<file path="src/rtl/fx2_fifo_controller_pkg.sv">
// Shared definitions for the FX2 slave-FIFO command reader.
package fx2_fifo_controller_pkg;

  localparam int DATA_W = 16;

  // FIFOADDR endpoint select codes.
  localparam logic [1:0] FIFOADDR_EP2 = 2'b00;
  localparam logic [1:0] FIFOADDR_EP4 = 2'b01;
  localparam logic [1:0] FIFOADDR_EP6 = 2'b10;
  localparam logic [1:0] FIFOADDR_EP8 = 2'b11;

  typedef enum logic [2:0] {
    IDLE,
    OE,
    READ,
    REQ,
    WAIT_ACK_LOW
  } state_t;

endpackage

</file>
<file path="src/rtl/fx2_cmd_handshake.sv">
// Holding register for one received command word plus its 4-phase
// req/valid flags. The word is loaded only on capture, so it stays stable
// for the whole handshake and until the next read.
module fx2_cmd_handshake
  import fx2_fifo_controller_pkg::*;
(
  input  logic              i_clk,
  input  logic              i_rst_n,
  input  logic              i_capture,
  input  logic [DATA_W-1:0] i_data,
  input  logic              i_ack_seen,
  input  logic              i_release,
  output logic [DATA_W-1:0] o_data,
  output logic              o_req,
  output logic              o_valid
);

  logic [DATA_W-1:0] r_data;
  logic              r_req;
  logic              r_valid;

  // Load the word on capture; drop req on ack, drop valid on ack release.
  // NOTE: non-blocking (<=) in clocked blocks so every register samples pre-edge values.
  always_ff @(posedge i_clk or negedge i_rst_n) begin
    if (!i_rst_n) begin
      // NOTE: the data register is reset too, so command_rx_data reads 0 out of reset.
      r_data  <= '0;
      r_req   <= 1'b0;
      r_valid <= 1'b0;
    end else if (i_capture) begin
      r_data  <= i_data;
      r_req   <= 1'b1;
      r_valid <= 1'b1;
    end else begin
      if (i_ack_seen) r_req   <= 1'b0;
      if (i_release)  r_valid <= 1'b0;
    end
  end

  assign o_data  = r_data;
  assign o_req   = r_req;
  assign o_valid = r_valid;

endmodule

</file>
<file path="src/rtl/fx2_fifo_controller.sv">
// Reads single command words from the FX2 EP2 OUT FIFO and hands each one
// to a consumer over a 4-phase req/ack handshake. One word in flight at a
// time: the next SLRD pulse only happens after the consumer has released ack.
// FX2 flags are synchronous to IFCLK, so they are sampled directly.
module fx2_fifo_controller
  import fx2_fifo_controller_pkg::*;
(
  input  logic              fx2_ifclk,
  input  logic              reset_n,
  input  logic              fx2_flaga,
  input  logic              fx2_flagb,
  input  logic              fx2_flagc,
  input  logic              fx2_flagd,
  output logic              fx2_slrd,
  output logic              fx2_slwr,
  output logic              fx2_sloe,
  output logic              fx2_pktend,
  output logic [1:0]        fx2_fifoaddr,
  input  logic [DATA_W-1:0] fx2_fd_in,
  output logic [DATA_W-1:0] fx2_fd_out,
  output logic [DATA_W-1:0] command_rx_data,
  output logic              command_rx_req,
  input  logic              command_rx_ack,
  output logic              command_rx_valid
);

  state_t            r_state;
  state_t            w_state_next;
  logic              r_slrd;
  logic              r_sloe;
  logic              r_slwr;
  logic              r_pktend;
  logic [1:0]        r_fifoaddr;
  logic [DATA_W-1:0] r_fd_out;
  logic [2:0]        r_unused_flags;
  logic              w_slrd_next;
  logic              w_sloe_next;
  logic              w_capture;
  logic              w_ack_seen;
  logic              w_release;

  // State register.
  always_ff @(posedge fx2_ifclk or negedge reset_n) begin
    if (!reset_n) r_state <= IDLE;
    else          r_state <= w_state_next;
  end

  // Next state and next strobe values; strobes are registered below.
  // NOTE: every output of this block gets a default first, so no latch is inferred.
  always_comb begin
    w_state_next = r_state;
    w_slrd_next  = 1'b1;
    w_sloe_next  = 1'b1;
    w_capture    = 1'b0;
    w_ack_seen   = 1'b0;
    w_release    = 1'b0;
    case (r_state)
      IDLE: begin
        if (fx2_flagb) begin
          w_state_next = OE;
          w_sloe_next  = 1'b0;
        end
      end
      OE: begin
        // Re-check the flag: it may have dropped since IDLE.
        if (fx2_flagb) begin
          w_state_next = READ;
          w_sloe_next  = 1'b0;
          w_slrd_next  = 1'b0;
        end else begin
          w_state_next = IDLE;
        end
      end
      READ: begin
        // SLRD is low during this cycle, so FD holds the word the FX2 pops now.
        w_capture    = 1'b1;
        w_state_next = REQ;
      end
      REQ: begin
        if (command_rx_ack) begin
          w_ack_seen   = 1'b1;
          w_state_next = WAIT_ACK_LOW;
        end
      end
      WAIT_ACK_LOW: begin
        if (!command_rx_ack) begin
          w_release    = 1'b1;
          w_state_next = IDLE;
        end
      end
      default: w_state_next = IDLE;
    endcase
  end

  // Registered FX2 strobes; write path, PKTEND and endpoint select are fixed.
  always_ff @(posedge fx2_ifclk or negedge reset_n) begin
    if (!reset_n) begin
      r_slrd     <= 1'b1;
      r_sloe     <= 1'b1;
      r_slwr     <= 1'b1;
      r_pktend   <= 1'b1;
      r_fifoaddr <= FIFOADDR_EP2;
      r_fd_out   <= '0;
    end else begin
      r_slrd     <= w_slrd_next;
      r_sloe     <= w_sloe_next;
      r_slwr     <= 1'b1;
      r_pktend   <= 1'b1;
      r_fifoaddr <= FIFOADDR_EP2;
      r_fd_out   <= '0;
    end
  end

  // Reserved flags are registered for future use and drive nothing.
  always_ff @(posedge fx2_ifclk or negedge reset_n) begin
    if (!reset_n) r_unused_flags <= '0;
    else          r_unused_flags <= {fx2_flaga, fx2_flagc, fx2_flagd};
  end

  fx2_cmd_handshake u_handshake (
    .i_clk      (fx2_ifclk),
    .i_rst_n    (reset_n),
    .i_capture  (w_capture),
    .i_data     (fx2_fd_in),
    .i_ack_seen (w_ack_seen),
    .i_release  (w_release),
    .o_data     (command_rx_data),
    .o_req      (command_rx_req),
    .o_valid    (command_rx_valid)
  );

  assign fx2_slrd     = r_slrd;
  assign fx2_sloe     = r_sloe;
  assign fx2_slwr     = r_slwr;
  assign fx2_pktend   = r_pktend;
  assign fx2_fifoaddr = r_fifoaddr;
  assign fx2_fd_out   = r_fd_out;

endmodule

</file>
<file path="config.mk">
export PLATFORM = sky130hd
export DESIGN_NAME = fx2_fifo_controller
export DESIGN_NICKNAME = d
export VERILOG_FILES = /design/src/rtl/fx2_fifo_controller_pkg.sv /design/src/rtl/fx2_cmd_handshake.sv /design/src/rtl/fx2_fifo_controller.sv
export SDC_FILE = /design/constraint.sdc
export NUM_CORES = 1
export LEC_CHECK = 0
export CORE_UTILIZATION = 34
export DETAILED_ROUTE_END_ITERATION = 8
export PLACE_DENSITY = 0.8
export SYNTH_ARGS = -nofsm -noshare
export SYNTH_HDL_FRONTEND = slang
export SYNTH_SLANG_ARGS = --single-unit
</file>
<file path="constraint.sdc">
create_clock -name fx2_ifclk -period 1.44 [get_ports fx2_ifclk]
set_clock_uncertainty 0.1 [all_clocks]
set_input_delay 0.288 -clock fx2_ifclk [delete_from_list [all_inputs] [get_ports fx2_ifclk]]
set_output_delay 0.288 -clock fx2_ifclk [all_outputs]
set_load 0.02 [all_outputs]
</file>
==> metrics.yaml <==
run_status:
  status: "complete, but fails checks"
  violations: "setup timing"
clocking:
  htree_levels: 1
  cts_tree: "yes"
  numCtsBuffers: 3
  clock-sinks: 23
  clock_path_buffers: 2
  clock_latency_ns: 0.30
  root_buffer: "clkbuf_4"
  hold_buffers: 0
  path_clk_slew_ns: 0.13
finish:
  fill_cells: 303
  insertedDiodeCount: 0
  nNetsFinal: 156
  syn2layout_area_growth_pct: 42.8
  drive_gt1_share_pct: 34.1
timing:
  setup_ws_ns: -0.0162
  rsz0062_at_grt: "true"
  setup_violations: 4
  layout_min_cycle_time_ns: 1.46
  hold_viol: 0
  hold_slack_ns: 0.213
  clock.fmax_mhz: 687
  min_period_over_period_pct: 101
  drv_slew: 0
floorplanning:
  die_w_um: 59.7
  die_h_um: 59.7
  core_area_mm2: 0.00310
  rows: 20
  die_area_mm2: 0.00356
  pin_count: 63
  start_util_pct: 36.5
global_route:
  grt_pass1_wl_um: 2960
  antenna_found_initial: 0
  gr-total-overflow: 0
  grtUsageTotal_pct: 10.9
  grt_max_degree: 24
  grt_pass1_vias: 640
power:
  clkPwrFrac_pct: 8.7
  p_leak_nw: 0.741
  combPwrFrac_pct: 57.2
  internal-power_w: 0.00214
  power.total_w: 0.00334
  peakVddDrop_uv: 501
  sw_frac_of_total_pct: 35.8
  powerDensity_mw_per_mm2: 2070
  seqPwrFrac_pct: 34.1
  power.switching_w: 0.00120
critical_path:
  reg2reg_from: "r_state[0]$_DFFE_PN0P_"
  critPathBufInv: 2
  reg2reg_to: "u_handshake.o_data[1]$_DFFE_PN0P_"
  crit_arrival_ns: 1.55
  slowest_delay_ns: 0.44
  crit_family: "flip-flops"
  cp_max_fo: 5
  worstSetupEndpointType: "flop"
  reg2reg_depth: 4
  crit_path_top_delay_cell: "dfrtp_1"
  path_cells: "nor3b_4, buf_6, clkbuf_16, mux2_4"
  cp.required_ns: 1.53
  crit_type: "flop to flop"
  rrSetupSlack_ns: -0.02
  worstSetupStartpointType: "flop"
synthesis:
  synth_compound_area_share_pct: 5.53
  yosysWarnings: 0
  yosys-top-cells-area: "dfrtp_1, buf_4, mux2_4, mux2_2, dfstp_2"
  avgSynthCellArea_um2: 13.8
  synthMuxAreaShare_pct: 18.6
  synth_top_family_by_area: "multiplexers"
  synth_cell_types: 21
  syn_inst: 82
  synth_top_cell_by_area: "dfrtp_1"
  synth_fa_ha_area_share_pct: 0
  synthXorXnorAreaFrac_pct: 0
  yosysSeqAreaShare_pct: 51.1
  ys_ff_latch: 23
  synth_area_mm2: 0.00113
  synth.top_cell.area_share_pct: 46.5
  synth-simple-area-share_pct: 6.42
place:
  dpl.hpwl_um: 1460
  portBuffers: 39
  pre_cts_ws_ns: -0.176
  place_congestion: 0.671
route:
  routed_wl_um: 2050
  drt-vias-per-instance: 4.06
  drc: 0
  wl_per_cell_um: 11.6
  firstDrtPassIters: 4
  vias: 715
  drtIter0Drc: 18
  final_antenna_net_count: 0
hold_path:
  min_path_type: "input port to async pin"
job:
  max_cap_violations: 0
## layout by cell type (no fill, tap or decap), drive strengths merged, types with 2 or more instances in the layout
cell type	netlist	final
or3b	2	2
clkdlybuf4s50	0	19
clkbuf	0	7
mux2	16	16
dfstp	2	2
inv	2	2
dfrtp	21	21
buf	23	13
a21oi	2	2
conb	2	20
nand3b	3	3
clkdlybuf4s15	0	14
## worst max-delay path by stage
| stage | endpoint | slack [ns] | startpoint | cells after the start |
|---|---|---|---|---|
| floorplan | u_handshake.o_data[10]$_DFFE_PN0P_ | 0.007 | r_state[2]$_DFFE_PN0P_ | 4 |
| detailed placement | fx2_slrd$_DFF_PN1_ | -0.18 | fx2_flagb | 3 |
| finish | u_handshake.o_data[1]$_DFFE_PN0P_ | -0.02 | r_state[0]$_DFFE_PN0P_ | 4 |
| global route | u_handshake.o_data[2]$_DFFE_PN0P_ | -0.03 | r_state[0]$_DFFE_PN0P_ | 4 |
| global placement | fx2_slrd$_DFF_PN1_ | -0.16 | fx2_flagb | 3 |
| CTS | u_handshake.o_data[4]$_DFFE_PN0P_ | -0.02 | r_state[2]$_DFFE_PN0P_ | 3 |
## cells by family (layout without fill, tap and decap cells)
logic type | count (synthesis) | count (layout)
buffers and inverters | 25 | 57
flip-flops | 23 | 23
multiplexers | 16 | 16
AO/OA/AOI/OAI | 8 | 8
other | 2 | 20
AND/OR/NAND/NOR | 8 | 8
## layout make-up
cell class | count | area (µm²) | area share (%)
sequential | 23 | 578 | 35.8
inverter | 2 | 7.51 | 0.465
multi-input combinational | 52 | 439 | 27.2
tap | 44 | 55.1 | 3.41
clock buffer | 3 | 22.5 | 1.39
clock inverter | 1 | 5.00 | 0.310
timing repair buffer | 51 | 508 | 31.4
## registers in the layout (all words and copies together) (netlist names)
name and flops:
fx2_sloe 1, r_state 3, u_handshake.o_valid 1, fx2_slrd 1, u_handshake.o_data 16, u_handshake.o_req 1
## timing repair
item / in CTS / in global routing
resized for setup: 31 / 23
setup endpoints to repair: 26 / 33
pin swaps: 0 / 1
gates cloned: 0 / 1
buffers inserted: 0 / 3
## power by group through the flow
stage          sequential [W]  combinational, W  clock (W)
4_1_cts               0.00113           0.00173   0.000303
5_1_grt               0.00118           0.00204   0.000334
3_5_place_dp          0.00115           0.00187          0
2_1_floorplan         0.00148          0.000834          0
3_3_place_gp          0.00113           0.00183          0
6_report              0.00114           0.00191   0.000290
## synth_stat cells
library cell	count
a211o_1	1
buf_6	2
buf_4	20
nor3b_4	1
dfstp_2	2
or3b_2	2
a21boi_0	1
or2b_1	1
buf_12	1
dfrtp_1	21
mux2_4	8
a21oi_1	2
or2_1	1
o21bai_1	1
nand3b_1	3
inv_1	2
a21o_2	1
a21bo_2	1
o31a_2	1
mux2_2	8
conb_1	2
## per-stage QoR
step	cell area [µm²]	std cells	util (%)	TNS, ns
after floorplan	1200	100	-	0
after global placement	1540	168	49.5	-0.242
after detailed placement	1540	168	49.5	-0.267
after CTS	1550	172	49.9	-0.0706
after global routing	1620	176	52.1	-0.383
final	1620	176	52.1	-0.0454
## per-layer routing
metal	part of all wire [%]	vias to the layer above	global-route usage [%]
met1	41	344	14.4
li1	-	333	-
met2	50	38	18.9
met4	0	0	0.997
met3	8.8	0	2.60
met5	0	-	0
(Power assumes the default switching activity.)
==> RTL edit 1: new RTL, config.mk and constraints unchanged <==
`DATA_W`: 16 -> 14.
--- a/src/rtl/fx2_fifo_controller_pkg.sv
+++ b/src/rtl/fx2_fifo_controller_pkg.sv
@@ -1,7 +1,7 @@
 // Shared definitions for the FX2 slave-FIFO command reader.
 package fx2_fifo_controller_pkg;
 
-  localparam int DATA_W = 16;
+  localparam int DATA_W = 14;
 
   // FIFOADDR endpoint select codes.
   localparam logic [1:0] FIFOADDR_EP2 = 2'b00;
Interface: changed (resized command_rx_data, fx2_fd_in and fx2_fd_out); port bits go from 63 to 57. No check against the original RTL was run, so the function may have changed too.
==> RTL edit 1 against the unedited design <==
The run ends with DRC, setup timing left; highest routed layer is now met4; power down 14%; synthesized cell count down 7.3%; largest power group unchanged; worst setup slack better by 0.014 ns; combinational power down 19%; wire length down 6.1%; sequential cell count down 2; design area down 14%; core utilization down 3.2 points; area after synthesis down 8.0%.
==> RTL edit 1: results <==
status:
  status: "finished, violations left"
  failed_checks: "DRC, setup timing"
setup_path:
  crit_family: "flip-flops"
  slowest_stage: "dfrtp_1"
  r2r_start: "r_state[1]"
  critPathMaxFanout: 16
  r2r_end: "u_handshake.o_data[3]"
  reg2regPathDepth: 3
  slowest_delay_ns: 0.46
cts:
  clockRootBuffer: "clkbuf_4"
  clock_latency_ns: 0.29
  htree_levels: 1
  cts_buffer_depth: 2
  cts.clk_slew.worst_paths_ns: 0.12
  cts_made_buffers: 3
yosys:
  ys_top_cells_by_area: "dfrtp_1, buf_4, mux2_4"
  synth_edf_count: 0
  synth_cell_type_count: 21
  seq_area_frac_synth: 0.5072
  synth_area_per_cell_sq_um: 13.70
  ys.warnings.count: 0
  synth.top_cells.by_count: "buf_4, dfrtp_1, mux2_4, mux2_2, nand3b_1"
  ys.flop_type: "dfrtp_1"
  synthArstFlopShare: 1.000
routing:
  totalWireLength_microns: 1924
  vias: 663
  detail_route.wl_per_cell_microns: 13.00
  drc: 9
  drt_first_iter_violations: 21
  first_pass_iters: 7
grt:
  grt_max_degree: 22
  grt_pass1_wl_microns: 3174
  antenna_found_initial: 0
  grtUsageTotal: 0.1313
place:
  io_buffer_count: 35
  dp_cells: 144
  hpwl_microns: 1469
  gp_congestion: 0.7794
cells_and_area:
  antenna_cells: 0
  largest_register_ff_count: 14
  n_fill_cell: 260
  layout-drive-gt1-share: 0.3761
power_and_ir_drop:
  leakage_nw: 0.6325
  irDropWorstVdd_uv: 756.6
hold_path:
  hp-class: "input port to async pin"
sta:
  setup_violations: 2
  hold_ws_ns: 0.2188
  final.setup.worst_slack_ns: -0.001969
-- RTL edit 1: routing by layer --
| layer | global-route usage | up-vias | wire length (microns) | part of all wire |
|---|---|---|---|---|
| met5 | 0 | - | 0 | 0 |
| met4 | 0.06272 | 0 | 29 | 0.015 |
| met3 | 0.03855 | 4 | 167 | 0.087 |
| met2 | 0.2202 | 42 | 998 | 0.52 |
| met1 | 0.1545 | 319 | 728 | 0.38 |
| li1 | - | 298 | - | - |
-- RTL edit 1: how the worst max path moves through the flow --
stage | cells past startpoint | from | end | slack, ns
final | 3 | r_state[1] | u_handshake.o_data[3] | -0.002
after global routing | 3 | r_state[2] | u_handshake.o_data[2] | -0.02
after floorplan | 4 | r_state[0] | u_handshake.o_data[10] | -0.08
after CTS | 3 | r_state[2] | u_handshake.o_data[5] | 0.001
after global placement | 3 | fx2_flagb | fx2_slrd | -0.22
after detailed placement | 3 | fx2_flagb | fx2_slrd | -0.24
-- RTL edit 1: per-stage QoR --
step	area (sq um)	TNS (ns)	utilization	setup WS, ns	power [mW]
global route	1381	-0.08007	0.4883	-0.01845	3.056
detailed placement	1381	-0.4050	0.4883	-0.2408	2.752
floorplan	1105	-0.6327	-	-0.07909	2.131
finish	1381	-0.003491	0.4883	-0.001969	2.864
global placement	1381	-0.3430	0.4883	-0.2247	2.675
CTS	1383	0	0.4887	0.001015	2.868
-- RTL edit 1: cell families (layout without fill, tap and decap cells) --
| logic type | after synthesis | count (layout) | share of synthesized area |
|---|---|---|---|
| flip-flops | 21 | 21 | 0.5072 |
| other | 2 | 18 | 0.007214 |
| AND/OR/NAND/NOR | 8 | 8 | 0.06972 |
| multiplexers | 14 | 14 | 0.1803 |
| AO/OA/AOI/OAI | 8 | 8 | 0.06131 |
| buffers and inverters | 23 | 48 | 0.1743 |
-- RTL edit 1: area by class of cell --
class,instances,share of cell area
Clock buffer,3,0.01630
Clock inverter,1,0.003623
Inverter,2,0.005435
Multi-Input combinational cell,48,0.2890
Sequential cell,21,0.3832
Tap cell,31,0.02808
Timing Repair Buffer,42,0.2745
-- RTL edit 1: repair_timing --
item / in CTS / in global routing
endpoints found under the setup margin: 19 / 25
buffers inserted: 0 / 0
hold endpoints to repair: 0 / 0
resized for setup: 28 / 20
-- RTL edit 1: power breakdown --
part           total, mW  internal, mW  switching (mW)
clock              0.273         0.103           0.170
sequential          1.05         0.877           0.174
combinational       1.54         0.815           0.724
==> RTL edit 2: new RTL, same flow settings <==
Made on the original files. Make the reset (`i_rst_n` and `reset_n`) synchronous in 4 clocked blocks.
--- a/src/rtl/fx2_cmd_handshake.sv
+++ b/src/rtl/fx2_cmd_handshake.sv
@@ -21,7 +21,7 @@
 
   // Load the word on capture; drop req on ack, drop valid on ack release.
   // NOTE: non-blocking (<=) in clocked blocks so every register samples pre-edge values.
-  always_ff @(posedge i_clk or negedge i_rst_n) begin
+  always_ff @(posedge i_clk) begin
     if (!i_rst_n) begin
       // NOTE: the data register is reset too, so command_rx_data reads 0 out of reset.
       r_data  <= '0;
--- a/src/rtl/fx2_fifo_controller.sv
+++ b/src/rtl/fx2_fifo_controller.sv
@@ -40,7 +40,7 @@
   logic              w_release;
 
   // State register.
-  always_ff @(posedge fx2_ifclk or negedge reset_n) begin
+  always_ff @(posedge fx2_ifclk) begin
     if (!reset_n) r_state <= IDLE;
     else          r_state <= w_state_next;
   end
@@ -93,7 +93,7 @@
   end
 
   // Registered FX2 strobes; write path, PKTEND and endpoint select are fixed.
-  always_ff @(posedge fx2_ifclk or negedge reset_n) begin
+  always_ff @(posedge fx2_ifclk) begin
     if (!reset_n) begin
       r_slrd     <= 1'b1;
       r_sloe     <= 1'b1;
@@ -112,7 +112,7 @@
   end
 
   // Reserved flags are registered for future use and drive nothing.
-  always_ff @(posedge fx2_ifclk or negedge reset_n) begin
+  always_ff @(posedge fx2_ifclk) begin
     if (!reset_n) r_unused_flags <= '0;
     else          r_unused_flags <= {fx2_flaga, fx2_flagc, fx2_flagd};
   end
Behaviour: differs if reset_n is asserted again (counterexample within 4 cycles, from zero or initial values and one cycle with reset_n low); with reset_n held inactive, the same outputs for 10 cycles.
==> RTL edit 2 against the unedited design <==
Register-to-register slack gained 0.19 ns; worst setup slack better by 0.077 ns; sequential cell count is the same; core utilization fell by 4.7 points; non-clock buffer count is 8 lower; wire length shrank 5.0%; count of clock-buffer cells in the layout grew 1; area after synthesis shrank 1.3%; design area fell by 9.7%; critical path type is now register to output pin; critical endpoint is now command_rx_data[14]; largest cell class is now multi-input combinational cells.
Power is not compared: it rests on default switching activity, and its combinational part moved more than twofold at a synthesized area within 25%.
==> RTL edit 2: results <==
power_and_ir_drop:
  pg_seq_mw: 0.679
  intPower_mw: 0.8741
  irDropWorstVdd_uv: 346.2
routing:
  met1_length_microns: 747
  vias: 851
  first_pass_iters: 3
  wl_met3_microns: 130
  top_layer: "met4"
  wl_met2_microns: 1055
  detail_route.wl_per_cell_microns: 9.586
cts:
  cts.clk_slew.worst_paths_ns: 0.12
  clockRootBuffer: "clkbuf_4"
  cts_made_buffers: 3
  htree_levels: 1
  cts_buffer_depth: 2
setup_path:
  r2r_start: "r_state[0]"
  critPathMaxFanout: 2
  reg2reg_slack_ns: 0.17
  reg2regPathDepth: 3
  slowest_stage: "dfxtp_1"
  crit_path_end: "command_rx_data[14]"
  crit_family: "flip-flops"
  slowest_delay_ns: 0.36
  startpoint: "u_handshake.o_data[14]"
  r2r_end: "u_handshake.o_data[9]"
grt:
  grt_pass1_wl_microns: 3256
  use_met1: 0.1351
  use_met3: 0.02838
  grt_pass1_vias: 762
  met2_usage: 0.2263
  grt_max_degree: 23
  grtUsageTotal: 0.1249
cells_and_area:
  stdcell_count: 203
  n_fill_cell: 325
  fin_nets: 183
  antenna_cells: 0
  largest_register_ff_count: 16
  layout-drive-gt1-share: 0.07547
place:
  hpwl_microns: 1507
  gp_congestion: 0.6727
  dp_cells: 199
  placed_area_sq_mm: 0.001454
  preCtsSetupSlack_ns: -0.05188
sta:
  hold_ws_ns: 0.3599
  final.setup.worst_slack_ns: 0.06043
yosys:
  ys.warnings.count: 0
  seq_area_frac_synth: 0.4126
  synth_area_per_cell_sq_um: 9.224
  ys.flop_type: "dfxtp_1"
  ys_top_cells_by_area: "dfxtp_1, buf_4, mux2i_1"
  synthArstFlopShare: 0
  synth_cell_type_count: 23
  synth.top_cells.by_count: "nand2_1, dfxtp_1, buf_4, mux2i_1"
hold_path:
  hp-class: "register to register"
  min_from: "u_handshake.o_data[12]"
status:
  status: "completed"
[RTL edit 2: final cells by class]
type                       count  area [sq um]  share of cell area
clock buffer                   4         26.28             0.01801
inverter                       1         3.754            0.002573
multi-input combinational     88         514.2              0.3525
sequential                    23         461.7              0.3165
tap                           44         55.05             0.03774
timing repair buffer          43         397.9              0.2727
[RTL edit 2: logic make-up (layout without fill, tap and decap cells)]
group | after synthesis | count (layout) | share of synthesized area
flops | 23 | 23 | 0.4126
simple gates | 45 | 45 | 0.1951
mux | 16 | 16 | 0.1435
other cells | 2 | 20 | 0.006729
compound gates | 7 | 7 | 0.04932
buf+inv | 28 | 48 | 0.1928
[RTL edit 2: repair_timing]
action,4_1_cts,5_1_grt
gates resized for setup,20,3
cloned,0,0
endpoints found under the setup margin,20,7
